==> src/rtl/ser_tx.sv <==
// ser_tx: port-mapped 8N1 UART transmitter (LSB first) with a transmit FIFO.
//   clk       rising-edge system clock
//   reset     synchronous active-high reset
//   en        port access strobe (strobe AND address decode)
//   wr        1 = write, 0 = read (only meaningful with en)
//   addr      0 = data register, 1 = status register
//   data_in   CPU write data
//   data_out  registered read data; 0 whenever the previous cycle was not a read
//   txd       serial line, idle high
// Status byte: {4'b0, overflow, busy, empty, full}. Reading it clears overflow.
module ser_tx #(
  parameter int unsigned BAUD_DIVISOR   = 5208,
  parameter int unsigned FIFO_ADDR_BITS = 4
) (
  input  logic       clk,
  input  logic       reset,
  input  logic       en,
  input  logic       wr,
  input  logic       addr,
  input  logic [7:0] data_in,
  output logic [7:0] data_out,
  output logic       txd
);

  localparam int unsigned DEPTH = 1 << FIFO_ADDR_BITS;
  localparam logic [15:0] BAUD_RELOAD = 16'(BAUD_DIVISOR - 1);

  typedef enum logic [1:0] {IDLE, START, DATA, STOP} state_e;

  logic [7:0]                mem_q [DEPTH];
  logic [FIFO_ADDR_BITS-1:0] wptr_q, rptr_q;
  logic [FIFO_ADDR_BITS:0]   count_q, count_d;
  state_e                    state_q;
  logic [15:0]               baud_q;
  logic [2:0]                bit_q;
  logic [7:0]                shift_q;
  logic                      ovf_q, ovf_d;
  logic [7:0]                data_out_q, data_out_d;
  logic                      txd_q;

  logic empty, full, busy;
  logic wr_data, rd_status, push, pop, ovf_evt;

  assign empty = (count_q == '0);
  // count never exceeds DEPTH, so its MSB is set only when the FIFO is full
  assign full  = count_q[FIFO_ADDR_BITS];
  assign busy  = (state_q != IDLE);

  assign wr_data   = en & wr & ~addr;
  assign rd_status = en & ~wr & addr;

  // The FSM pops from the pre-edge contents, so a push into an empty FIFO
  // is only seen one cycle later; a push into a full FIFO succeeds when the
  // FSM frees the head slot on the same edge.
  assign pop     = (state_q == IDLE) & ~empty;
  assign push    = wr_data & (~full | pop);
  assign ovf_evt = wr_data & full & ~pop;

  always_comb begin
    count_d = count_q;
    if (push && !pop)      count_d = count_q + 1'b1;
    else if (pop && !push) count_d = count_q - 1'b1;
  end

  // A new overflow wins over the clear from a status read in the same cycle.
  assign ovf_d      = ovf_evt | (ovf_q & ~rd_status);
  assign data_out_d = rd_status ? {4'b0, ovf_q, busy, empty, full} : 8'h00;

  // FIFO storage carries no reset; the pointers and count define validity.
  always_ff @(posedge clk) begin
    if (push) mem_q[wptr_q] <= data_in;
  end

  always_ff @(posedge clk) begin
    if (reset) begin
      state_q    <= IDLE;
      baud_q     <= '0;
      bit_q      <= '0;
      shift_q    <= '0;
      wptr_q     <= '0;
      rptr_q     <= '0;
      count_q    <= '0;
      ovf_q      <= 1'b0;
      data_out_q <= '0;
      txd_q      <= 1'b1;
    end else begin
      count_q    <= count_d;
      ovf_q      <= ovf_d;
      data_out_q <= data_out_d;
      if (push) wptr_q <= wptr_q + 1'b1;
      if (pop)  rptr_q <= rptr_q + 1'b1;

      // txd follows the state register one cycle later
      case (state_q)
        START:   txd_q <= 1'b0;
        DATA:    txd_q <= shift_q[0];
        default: txd_q <= 1'b1;
      endcase

      case (state_q)
        IDLE: begin
          if (pop) begin
            shift_q <= mem_q[rptr_q];
            baud_q  <= BAUD_RELOAD;
            state_q <= START;
          end
        end
        START: begin
          if (baud_q == '0) begin
            baud_q  <= BAUD_RELOAD;
            bit_q   <= '0;
            state_q <= DATA;
          end else begin
            baud_q <= baud_q - 1'b1;
          end
        end
        DATA: begin
          if (baud_q == '0) begin
            baud_q  <= BAUD_RELOAD;
            shift_q <= shift_q >> 1;
            bit_q   <= bit_q + 1'b1;
            if (bit_q == 3'd7) state_q <= STOP;
          end else begin
            baud_q <= baud_q - 1'b1;
          end
        end
        STOP: begin
          if (baud_q == '0) begin
            baud_q  <= BAUD_RELOAD;
            state_q <= IDLE;
          end else begin
            baud_q <= baud_q - 1'b1;
          end
        end
        default: state_q <= IDLE;
      endcase
    end
  end

  assign data_out = data_out_q;
  assign txd      = txd_q;

endmodule

==> config.mk <==
export PLATFORM = sky130hd
export DESIGN_NAME = ser_tx
export DESIGN_NICKNAME = d
export VERILOG_FILES = /design/src/rtl/ser_tx.sv
export SDC_FILE = /design/constraint.sdc
export NUM_CORES = 1
export LEC_CHECK = 0
export CAP_MARGIN = 20
export CORE_ASPECT_RATIO = 0.8
export CORE_UTILIZATION = 27
export CTS_BUF_LIST = sky130_fd_sc_hd__clkbuf_8 sky130_fd_sc_hd__clkbuf_16
export CTS_CLUSTER_SIZE = 8
export DETAILED_ROUTE_END_ITERATION = 7
export GPL_TIMING_DRIVEN = 0
export PLACE_DENSITY = 0.4
export SYNTH_ARGS = -nofsm -noshare
export SYNTH_HDL_FRONTEND = slang
export SYNTH_SLANG_ARGS = --single-unit
==> constraint.sdc <==
create_clock -name clk -period 4.67 [get_ports clk]
set_clock_uncertainty 0.2 [all_clocks]
set_input_delay 0.934 -clock clk [delete_from_list [all_inputs] [get_ports clk]]
set_output_delay 0.934 -clock clk [all_outputs]
set_load 0.01 [all_outputs]
==> results.md <==
- Outcome: finished, final reports clean
- Antenna violations before repair: 0
- Register area: roughly 4900 µm²
- H-tree levels: 4
- Initial drt markers: around 340
- Mux contribution to synthesized area: 10.14%
- Startpoint types: input port
- Core ar.: ~27000 µm²
- Flop pwr share: slightly above 40%
- CTS Buf Count: 17
- EDFF count, synth: 128
- # rows: 54
- # hold bufs at CTS: 0
- Vias per cell: between 4 and 5
- Setup_tns: 0 ns
- Post-synthesis sequential area ratio: between 60% and 70%
- Part of the power in combinational logic: between 20 and 30%
- Sw frac: 34.03%
- Largest family of logic cells by synthesized area: multiplexers
- Die height: ~150 µm
- Placed cell areas: just over 8000 µm²
- Drt pass-1 iters: 4
- Post-Syn Area: between 7000 and 8000 µm²
- Initial core utilization: around 28%
- # DRC: 0
- Cell Count, Final, Fillers Out: roughly 950
- Global-route wire length before repair: 27.52 mm
- CTS root buf: clkbuf_16
- Cells after DPL: 920
- Area occupied by multi-input gates: 2504 µm²
- Worst slew pin tran: between 1 and 1.5 ns
- Via count: approximately 4400
- Simple-gate area share of the yosys netlist: 9.029%
- Hold Path Depth: 2
- Grt ovf: 0
- Final HPWL DP: between 10 and 15 mm
- Crit-path cells: clkdlybuf4s50_1, and4b_1, clkbuf_1, ha_1, inv_1, fa_1, a21o_1, a21oi_1, xnor2_1, or3_1, a21oi_1
- Synth warn: 0
- GP Congestion: between 0.7 and 0.8
- Slew margin rel.: ~29%
- Io pins: 22
- P_leak: just under 3 nW
- Yosys reg bits: between 150 and 200
- Mean area per synthesized cell: approximately 14 µm²
- Final setup viols: 0
- Largest net degree at the start of global routing: 20
- P&R area growth vs syn: 17.05%
- Crit path DAT: roughly 3.7 ns
- Worst reg-to-reg path cell count: 13
- Critical Path Most Common Cell: a21oi_1
- VDD IR max: 0.2758 mV
- Layout fillers: roughly 2700
- Port bufs: 17
- Most common flop cell mapped by yosys: edfxtp_1
- Commonest non-fill, non-tap cell in the layout: edfxtp_1
- Post-DRT Antenna Nets: 0
- Post-CTS setup buffer count: 0
- Clk_lat worst skew: around 0.44 ns
- CTS tree: yes
- # diodes: 0
- Hold Path Class: flip-flop to flip-flop
- Net Switching: approximately 1.6 mW
- CP delay by family, top: buffers and inverters
- Power Internal: just over 3 mW
- Post-synth cell types: 56
- Slew Viols, Final: 0
- Power Density: between 500 and 600 nW/µm²
- Worst hold margin: between 0.2 and 0.3 ns
- Total GRT Usage: about an eighth
- Max frequency: roughly 0.28 GHz
- FFs w/ async S/R, synth: 0%
- CTS resizes: 0
- RSZ-0062 raised after global routing: no
- Nets: between 600 and 700
- Clk slew on worst S/H paths: 0.07 ns
- Max Buffers Root-to-Sink: 2
- WP buf/inv: 3
- Kind of critical path: input port to flip-flop
- Leading cell types in the layout, fill and taps excluded: edfxtp_1, nor2_1, dfxtp_1
- Synth Area in XOR/XNOR: under 10%
- DRT Wirelength: approximately 18 mm
- Clock power share: ~30%
- Period utilization: about three quarters
- Synth Area in Adders: between 3 and 4%
- Worst path required time: around 4.8 ns
- Die area: ~29000 µm²
- MaxCap Viol Count: 0
- Vias in the first global route: roughly 4400
- Wire per inst: approximately 19 µm
- Crit Path Max Fanout: 8
- Crit path capture type: flip-flop
- Clock sink count: 180
- Final min period: 3.558 ns
- Count of mapped cells out of synthesis: approximately 530
- DIE WIDTH: about 190 µm
- Final hold violation count: 0
- Final instance area: slightly below 9000 µm²
- Share of layout cells above drive strength 1: approximately 15%
- Critical path depth: 11
- CP peak stage delay: between 0.5 and 0.6 ns
- Compound-Gate Fraction of Synth Area: roughly 7.8%
- CP max stage cell: clkdlybuf4s50_1
## power by group through the flow
stage               Combinational, mW  Sequential, mW  Clock [mW]
floorplan                        1.02            1.93           0
detailed placement               1.39            1.95           0
global route                     1.54            1.93        1.52
finish                           1.39            1.92        1.41
CTS                              1.40            1.91        1.46
global placement                 1.37            1.95           0
## cell families after synthesis
kind of cell,count (synthesis)
flip-flops,180
buffers and inverters,45
other,1
XOR/XNOR,21
adder cells (fa/ha/maj),19
AO/OA/AOI/OAI,79
AND/OR/NAND/NOR,135
multiplexers,52
## final timing paths
check,from,endpoint,slack [ns]
setup / recovery,wr,count_q[4]$_SDFFE_PP0P_,1.11
hold / removal,ovf_q$_SDFF_PP0_,ovf_q$_SDFF_PP0_,0.29
setup reg to reg,state_q[0]$_SDFFE_PP0P_,count_q[4]$_SDFFE_PP0P_,1.17
hold reg to reg,ovf_q$_SDFF_PP0_,ovf_q$_SDFF_PP0_,0.29
## through the flow
stage | setup slack, ns | total power, mW | utilization, %
2_1_floorplan | 1.465 | 2.947 | -
3_3_place_gp | 0.1634 | 3.320 | 29.93
3_5_place_dp | 0.6910 | 3.337 | 30.16
4_1_cts | 1.141 | 4.766 | 32.30
5_1_grt | 0.9134 | 4.995 | 32.30
6_report | 1.112 | 4.715 | 32.30
## sequential cells by signal (all words and copies together) (netlist names), named ones only
signal	cells
baud_q	16
bit_q	3
count_q	5
data_out	4
mem_q	128
ovf_q	1
rptr_q	4
shift_q	8
state_q	2
txd	1
wptr_q	4
## tightest hold or removal path: stages (launching register included)
cell and delay, ns:
dfxtp_1 0.32, nand2_1 0.06, a21oi_1 0.06
## final cells by class
cell class                 instances  share of cell area, %
buffer                            29                  1.529
clock buffer                      17                  4.812
clock inverter                    15                  1.812
inverter                          16                 0.6794
multi-input combinational        310                  28.32
sequential                       180                  55.26
tap                              364                  5.152
timing repair buffer              21                  2.435
## layer usage
metal	share of wire (%)	routed length (µm)	up-vias	track usage, %
li1	-	-	2103	-
met1	51	9031	2242	18.70
met2	44	7880	71	20.26
met3	3.6	645	20	2.879
met4	1.3	230	0	4.274
met5	0	0	-	0
## cells in the mapped netlist (11+ instances only)
library cell,count,share of area (%)
clkbuf_1,16,0.80
dfxtp_1,52,14
mux4_2,19,5.7
xor2_1,14,1.6
mux2i_1,27,3.6
edfxtp_1,128,51
nor2_1,53,2.6
nand2_1,29,1.4
o21ai_0,11,0.73
inv_1,16,0.80
ha_1,18,3.0
a21oi_1,17,1.1
Note: power is estimated with default switching activity, not from simulation.
